[config.mk]
export PLATFORM = sky130hd
export DESIGN_NAME = pc_seq_ctrl
export DESIGN_NICKNAME = d
export VERILOG_FILES = /design/src/rtl/pc_seq_pkg.sv /design/src/rtl/pc_seq_ctrl_ret_stack.sv /design/src/rtl/pc_seq_ctrl.sv
export SDC_FILE = /design/constraint.sdc
export NUM_CORES = 1
export LEC_CHECK = 0
export BUFFER_PORTS_ARGS = -buffer_cell sky130_fd_sc_hd__buf_2
export CAP_MARGIN = 40
export CORE_AREA = 3 3 40 42
export DETAILED_ROUTE_END_ITERATION = 10
export DIE_AREA = 0 0 43 45
export PLACE_DENSITY = 0.71
export SKIP_CTS_REPAIR_TIMING = 1
export SLEW_MARGIN = 20
export SYNTH_ARGS = -nofsm -noshare
export SYNTH_HDL_FRONTEND = slang
export SYNTH_HIERARCHICAL = 1
export SYNTH_SLANG_ARGS = --single-unit
[constraint.sdc]
create_clock -name clk -period 1.5 [get_ports clk]
set_input_delay 0.15 -clock clk [delete_from_list [all_inputs] [get_ports clk]]
set_output_delay 0.15 -clock clk [all_outputs]
set_load 0.01 [all_outputs]
[src/rtl/pc_seq_pkg.sv]
// Shared types and defaults for the program-counter sequencer.
// The optional return stack is enabled with PC_SEQ_RAS_EN.
package pc_seq_pkg;

  localparam int PC_W_DEF = 6;
  localparam logic [5:0] RESET_PC_DEF = 6'd0;

  // Push-depth counter width; lets pops keep walking the ring after overwrites.
  localparam int RAS_CNT_W = 8;

  typedef enum logic [1:0] {
    RUN   = 2'd0,
    FLUSH = 2'd1,
    HALT  = 2'd2
  } state_t;

endpackage

[src/rtl/pc_seq_ctrl_ret_stack.sv]
// Circular return-address stack: a push to a full stack overwrites the oldest slot.
// Only instantiated when PC_SEQ_RAS_EN is defined.
module ret_stack
  import pc_seq_pkg::*;
#(
  parameter int W     = 6,
  parameter int DEPTH = 4
) (
  input  logic         clk,
  input  logic         rst,
  input  logic         push,
  input  logic         pop,
  input  logic [W-1:0] din,
  output logic [W-1:0] top,
  output logic         empty,
  output logic         full
);

  localparam int PW = (DEPTH > 1) ? $clog2(DEPTH) : 1;
  localparam int CW = RAS_CNT_W;

  logic [W-1:0]  mem [DEPTH];
  logic [PW-1:0] ptr;
  logic [PW-1:0] ptr_nxt;
  logic [PW-1:0] ptr_prv;
  logic [CW-1:0] cnt;

  // ptr is the next write slot; the top of stack sits one slot behind it.
  assign ptr_nxt = (ptr == PW'(DEPTH - 1)) ? '0 : ptr + PW'(1);
  assign ptr_prv = (ptr == '0) ? PW'(DEPTH - 1) : ptr - PW'(1);

  assign top   = mem[ptr_prv];
  assign empty = (cnt == '0);
  assign full  = (cnt >= CW'(DEPTH));

  always_ff @(posedge clk) begin
    if (push) begin
      mem[ptr] <= din;
    end
  end

  always_ff @(posedge clk) begin
    if (rst) begin
      ptr <= '0;
      cnt <= '0;
    end else if (push) begin
      ptr <= ptr_nxt;
      if (cnt != '1) begin
        cnt <= cnt + CW'(1);
      end
    end else if (pop && !empty) begin
      ptr <= ptr_prv;
      cnt <= cnt - CW'(1);
    end
  end

endmodule

[src/rtl/pc_seq_ctrl.sv]
// Program-counter sequencer: sequential fetch, branch/jump redirect with one-cycle flush, halt.
// Define PC_SEQ_RAS_EN to add call/return through a circular return stack.
//
// state | meaning
// RUN   | fetching; decode inputs evaluated (halt > stall > taken > pc+1)
// FLUSH | redirect just taken; squash decode, advance pc+1 (stall holds)
// HALT  | stopped; pc frozen until rst
module pc_seq_ctrl
  import pc_seq_pkg::*;
#(
  parameter int              PC_W      = PC_W_DEF,
  parameter logic [PC_W-1:0] RESET_PC  = PC_W'(RESET_PC_DEF),
  parameter int              RAS_DEPTH = 4
) (
  input  logic            clk,
  input  logic            rst,
  input  logic            stall,
  input  logic            br_req,
  input  logic            br_cond,
  input  logic            jmp,
  input  logic            call,
  input  logic            ret,
  input  logic [PC_W-1:0] br_target,
  input  logic            halt,
  output logic [PC_W-1:0] pc,
  output logic            mux_sel,
  output logic            flush,
  output logic            halted,
  output logic            ras_err
);

  state_t          state;
  logic [PC_W-1:0] pc_inc;
  logic [PC_W-1:0] target;
  logic            br_taken;
  logic            taken;
  logic            advance;

  assign pc_inc   = pc + PC_W'(1);
  assign br_taken = br_req & br_cond;
  assign advance  = (state == RUN) & ~halt & ~stall;

`ifdef PC_SEQ_RAS_EN
  logic            is_ret;
  logic            push;
  logic            pop;
  logic            ras_under;
  logic [PC_W-1:0] ras_top;
  logic            ras_empty;
  logic            ras_full_unused;

  // A ret decoded together with any other redirect defers to the explicit target.
  assign is_ret    = ret & ~(br_taken | jmp | call);
  assign taken     = br_taken | jmp | call | ret;
  assign target    = is_ret ? (ras_empty ? RESET_PC : ras_top) : br_target;
  assign push      = advance & call;
  assign pop       = advance & is_ret & ~ras_empty;
  assign ras_under = advance & is_ret & ras_empty;

  ret_stack #(
    .W     (PC_W),
    .DEPTH (RAS_DEPTH)
  ) u_ret_stack (
    .clk   (clk),
    .rst   (rst),
    .push  (push),
    .pop   (pop),
    .din   (pc_inc),
    .top   (ras_top),
    .empty (ras_empty),
    .full  (ras_full_unused)
  );

  always_ff @(posedge clk) begin
    if (rst) begin
      ras_err <= 1'b0;
    end else if (ras_under) begin
      ras_err <= 1'b1;
    end
  end
`else
  localparam int RAS_DEPTH_unused = RAS_DEPTH;
  logic ret_unused;

  assign ret_unused = ret;
  assign taken      = br_taken | jmp | call;
  assign target     = br_target;
  assign ras_err    = 1'b0;
`endif

  assign mux_sel = ~rst & advance & taken;

  always_ff @(posedge clk) begin
    if (rst) begin
      state  <= RUN;
      pc     <= RESET_PC;
      flush  <= 1'b0;
      halted <= 1'b0;
    end else begin
      case (state)
        RUN: begin
          if (halt) begin
            state  <= HALT;
            halted <= 1'b1;
          end else if (!stall) begin
            if (taken) begin
              pc    <= target;
              state <= FLUSH;
              flush <= 1'b1;
            end else begin
              pc <= pc_inc;
            end
          end
        end
        FLUSH: begin
          if (!stall) begin
            pc    <= pc_inc;
            state <= RUN;
            flush <= 1'b0;
          end
        end
        HALT: begin
          halted <= 1'b1;
        end
        default: begin
          state  <= RUN;
          flush  <= 1'b0;
          halted <= 1'b0;
        end
      endcase
    end
  end

endmodule
==> run metrics, run 1 <==
post-synthesis cell type count=26; fraction of the mapped netlist area in adder cells=0.02237; initial antenna violation count=0; Power Dens Cells=927.0 nW/um2; Die W=43 um; core area=1285 um2; IO Count=25; Async SR Flop Fraction=0; endpoints failing setup=0; Die Ht=45 um; Worst setup EP type=flop; clk root buf=clkbuf_4; Synth Area in Compound Gates=0.2729; Cell Area, Synth=559.3 um2; DP HPWL=1.030 mm; Seq pwr share=0.444; outcome=finished, final reports clean; Synth Area in XOR/XNOR=0; Net Sw Frac=0.2738; clock power share=0.366; Mapped Nets=84; post-layout min period=1.415 ns; global-route wire length before repair=2.159 mm; Final ANT Viol Nets=0; CTS tree=yes; DR vias/cell=5.528; FILL cells=129; largest net degree at the start of global routing=16; Non-Filler Instances=between 100 and 150; commonest non-fill, non-tap cell in the layout=buf_2; grt met1 use=0.1602; placed cells=104; Gate Count Post-Synth=68; reg2reg setup slack=0.09 ns; P_int=0.4936 mW; Pleak=approximately 0.32 nW; GRT busiest layer=met2; number of max-cap violations=0; Seq/Total Area, Yosys=0.3579; Avg Synthesized Cell Area=8.225 um2; DRC viols=0; simple-gate share of the synthesized area=0.2506; DRT Wirelength=~1.4 mm; HP Class=input port to flop; routed via count=597; all-layer global routing usage=0.1528; antenna cells=0; vias in the first global route=523; Post-Place Worst Slack=roughly 0.16 ns; net switching power=around 0.19 mW; WL per Instance=about 13 um; max-slew violations=0; clock buffer count from CTS=3; IR drop worst, VDD=0.0005015 V; DIE AREA=1935 um2; main combinational cell family by area after synthesis=compound AO/OA/AOI/OAI gates; register area=201.4 um2; worst-skew pair later-pin latency=0.27 ns; Yosys warning count=6; Post-synth EDFFs=0; H-tree depth=1; Final WS setup=0.08502 ns; Max Clk Rate=a little over 0.7 GHz; Sink Count=10; clk_skew=0.004010 ns; Critical Path AT=1.58 ns; Final period util=0.9433; crit start category=flop; Clock transition at path regs=0.07 ns; nets@finish=110; CP required=1.66 ns; Crit Path Max Fanout=4; GRT overflow=0; RSZ-0062 raised after global routing=no; GP Congestion=0.7712; power share of the combinational group=0.190; hold slack=0.1420 ns; CP Class=flop to flop; ys flop type=dfxtp_1; share of cells above drive strength 1=0.3548; M2 GR Usage=0.2665; final count of hold timing violations=0; Pre-antenna DRT Iters=4; initial DRC count=8; P&R area growth vs syn=31.10%; met3 Usage GRT=0.07570; area of the multi-input gates=roughly 340 um2; post-synthesis mux area share=0.03579; Max clock buf depth=2; Starting Density=0.4352; Row Count=13; most frequent cells in the layout=buf_2 (22), dfxtp_1 (9), nor2_1 (7), nand2b_1 (7), a21oi_1 (7); port bufs=22; Synth Register Bits=10
[cell usage after synthesis (all sizes together), types with 2 or more instances]
| master | count | area, um2 |
|---|---|---|
| a21oi | 7 | 35.03 |
| inv | 2 | 7.510 |
| buf | 2 | 18.77 |
| nand2b | 7 | 43.79 |
| nand2 | 6 | 22.52 |
| o32ai | 3 | 26.28 |
| nor2 | 7 | 26.28 |
| mux2i | 2 | 20.02 |
| nand3 | 4 | 20.02 |
| a211oi | 2 | 15.01 |
| dfxtp | 10 | 200.2 |
| a211o | 2 | 17.52 |
| o21ai | 2 | 10.01 |
[worst max-delay path, cell delays in order (launching register included)]
cell and delay (ns):
dfxtp_1 0.42, inv_1 0.11, a211oi_1 0.32, o21ai_0 0.16, a32o_1 0.29
[cell families (layout without fill, tap and decap cells)]
family,Yosys count,in the layout
AOI/OAI and AO/OA,21,21
and+or+nand+nor,28,28
adders and majority gates,1,1
DFF,10,10
buffers and inverters,5,30
other,1,1
muxes,2,2
[power groups by stage]
stage | combinational [mW] | sequential [mW] | clock (mW)
floorplan | 0.0737 | 0.310 | 0
global placement | 0.122 | 0.305 | 0
detailed placement | 0.125 | 0.306 | 0
CTS | 0.126 | 0.300 | 0.257
global route | 0.142 | 0.305 | 0.270
finish | 0.129 | 0.302 | 0.249
[sequential cells by signal (all words and copies together) (netlist names)]
register	count
state	2
pc	6
flush	1
halted	1
[worst paths after layout]
| check | from | end | depth (start not counted) |
|---|---|---|---|
| worst max-delay path | state[0] | pc[5] | 4 |
| worst min-delay path | br_target[1] | pc[1] | 3 |
| worst max register to register | state[0] | pc[5] | 4 |
| worst min register to register | halted | halted | 2 |
[routing by layer]
| metal | up-vias | part of all wire |
|---|---|---|
| li1 | 296 | - |
| met1 | 283 | 0.43 |
| met2 | 16 | 0.49 |
| met3 | 2 | 0.072 |
| met4 | 0 | 0.0074 |
| met5 | - | 0 |
[stage by stage]
step                utilization  setup TNS, ns  power (mW)  instance area, um2
floorplan                     -              0      0.3835               559.3
global placement         0.5297              0      0.4271               680.7
detailed placement       0.5297              0      0.4308               680.7
CTS                      0.5579       -0.02807      0.6823               716.9
global route             0.5706              0      0.7179               733.2
finish                   0.5706              0      0.6797               733.2
[cell type report]
| class | instances | share of cell area |
|---|---|---|
| flip-flops and latches | 10 | 0.2747 |
| inverters | 2 | 0.01024 |
| well taps | 15 | 0.02560 |
| repair buffers | 24 | 0.1706 |
| multi-input cells | 53 | 0.4693 |
| clock buffers | 4 | 0.04949 |
(Power assumes the default switching activity.)
==> run 2: changes to the inputs <==
CORE_AREA = default   (was 3 3 40 42)
CORE_MARGIN = 3   (was default)
CORE_UTILIZATION = 39   (was default)
DIE_AREA = default   (was 0 0 43 45)
PLACE_DENSITY = 0.7   (was 0.71)
SYNTH_HIERARCHICAL = default   (was 1)
clock period = 1.2 ns   (was 1.5 ns; I/O delays follow)
==> run 2 against run 1 <==
Effect of this change: the flow now finishes with violations (negative setup slack); non-clock buffer count up 8; combinational power up 55%; wire length up 1.2%; critical path type is now flop to primary output; critical endpoint is now mux_sel; highest routed layer unchanged.
==> run metrics, run 2 <==
outcome=finished, violations left; violated checks=negative setup slack; DP HPWL=roughly 1.0 mm; DR WL met3=between 90 and 100 um; Cell Area, Synth=559.3 um2; FILL cells=122; CP required=1.08 ns; Final ANT Viol Nets=0; setup TNS=-0.4118 ns; Starting Density=0.4245; vias in the first global route=roughly 570; WL per Instance=11.85 um; share of the synthesized area in the top cell type=0.3579; Final WS setup=-0.1570 ns; largest registers=pc x6, state x2; hold slack=around 0.11 ns; Synth Register Bits=10; Power Dens Cells=992.1 nW/um2; Yosys warning count=0; Max stage delay on crit path=around 0.37 ns; met2 WL=about 580 um; Worst setup EP type=primary output; Critical Path AT=1.24 ns; final cell utilization of the core=0.6325; DRC viols=0; HP Start=br_target[1]; DP Area=between 700 and 800 um2; Clock transition at path regs=around 0.07 ns; DR vias/cell=5.198; top cells by area, synth=dfxtp_1 (36%), nand2b_1 (7.8%), a21oi_1 (6.3%); port bufs=22; Die Ht=43.87 um; area of the multi-input gates=379.1 um2; wl on met1=just under 700 um; initial DRC count=12; clk root buf=clkbuf_4; post-synthesis cell type count=26; all-layer global routing usage=0.1647; Mapped Nets=84; slowest CP cell=dfxtp_4; area leader, netlist=dfxtp_1; HP Class=input port to flop; CTS tree=yes; IR drop worst, VDD=0.0007471 V; DRT Wirelength=1.375 mm; share of cells above drive strength 1=0.4851; Crit Path Max Fanout=5; commonest non-fill, non-tap cell in the layout=buf_2; most frequent cells in the layout=buf_2 (22), buf_4 (9), nor2_1 (7); register area=210.2 um2; clk_skew=0.006265 ns; endpoints failing setup=5; Avg Synthesized Cell Area=8.225 um2; max reg flops=6; most frequent cell after synthesis=dfxtp_1; Max clock buf depth=2; CP cell instances=nor4_4, nand2_1, nor2_1, buf_2; RSZ-0062 raised after global routing=yes; crit start category=flop; DIE AREA=1925 um2; Top reg by flops=pc; commonest cells in the netlist=dfxtp_1 (10), a21oi_1 (7), nand2b_1 (7), nor2_1 (7), nand2_1 (6); antenna cells=0; Die W=roughly 44 um; fin area=833.3 um2; Gate Count Post-Synth=68; Final period util=1.131; Pleak=0.3770 nW; IO Count=25; initial antenna violation count=0; global-route wire length before repair=2.318 mm; GRT overflow=0; Row Count=13; P&R area growth vs syn=48.99%; final count of hold timing violations=0; core area=1318 um2; worst-skew pair later-pin latency=between 0.2 and 0.3 ns; clock buffer count from CTS=3; Seq/Total Area, Yosys=0.3579; routed via count=603; Max Clk Rate=0.7369 GHz; worst reg2reg startpoint=state[0]; CP Class=flop to primary output; number of max-cap violations=0; Sink Count=10; GP Congestion=about 0.74; Post-synth EDFFs=0; total power=0.8267 mW; max-slew violations=0; Pre-antenna DRT Iters=4; largest net degree at the start of global routing=16; Async SR Flop Fraction=0; H-tree depth=1; ys flop type=dfxtp_1; worst setup path startpoint=state[1]; DR top layer=met4; post-layout min period=1.357 ns; nets@finish=about 120
## run 2: where the power goes
| part | total [mW] | internal, mW | leakage (nW) | switching, mW |
|---|---|---|---|---|
| Combinational | 0.200 | 0.106 | 0.278 | 0.0941 |
| Clock | 0.248 | 0.129 | 0.0150 | 0.119 |
| Sequential | 0.379 | 0.354 | 0.0842 | 0.0247 |
| Total | 0.827 | 0.589 | 0.377 | 0.238 |
## run 2: worst paths after layout
kind | endpoint | slack [ns] | cells after the start
setup / recovery | mux_sel | -0.16 | 4
hold / removal | pc[1] | 0.11 | 3
setup reg to reg | pc[0] | -0.10 | 4
hold reg to reg | halted | 0.47 | 2
## run 2: cell type report
type	instances	area share
multi-input combinational	53	0.4550
sequential	10	0.2523
timing repair buffer	32	0.2267
clock buffer	4	0.03153
tap	15	0.02252
inverter	2	0.01201
## run 2: stage by stage
| stage | setup WS, ns | instances |
|---|---|---|
| final | -0.1570 | 116 |
| after global routing | -0.2278 | 116 |
| after CTS | -0.3106 | 113 |
| after detailed placement | -0.08111 | 109 |
| after global placement | -0.03802 | 109 |
| after floorplan | -0.04780 | 68 |
## run 2: critical path: cells and delay by family (launching register included)
family | cells | cell delay (ns)
buffers and inverters | 1 | 0.13
flip-flops | 1 | 0.37
AND/OR/NAND/NOR | 3 | 0.46
## run 2: kinds of logic (layout without fill, tap and decap cells)
| group | after synthesis | after routing | share of synthesized area |
|---|---|---|---|
| simple gates | 28 | 28 | 0.2506 |
| compound gates | 21 | 21 | 0.2730 |
| flops | 10 | 10 | 0.3579 |
| buf+inv | 5 | 38 | 0.05369 |
| mux | 2 | 2 | 0.03580 |
| fa+ha+maj | 1 | 1 | 0.02237 |
| other cells | 1 | 1 | 0.006705 |
## run 2: routing by layer
metal / GRT usage / vias to the layer above
met5: 0 / -
met4: 0.1265 / 0
met3: 0.02905 / 2
met2: 0.2413 / 18
met1: 0.2111 / 269
li1: - / 314
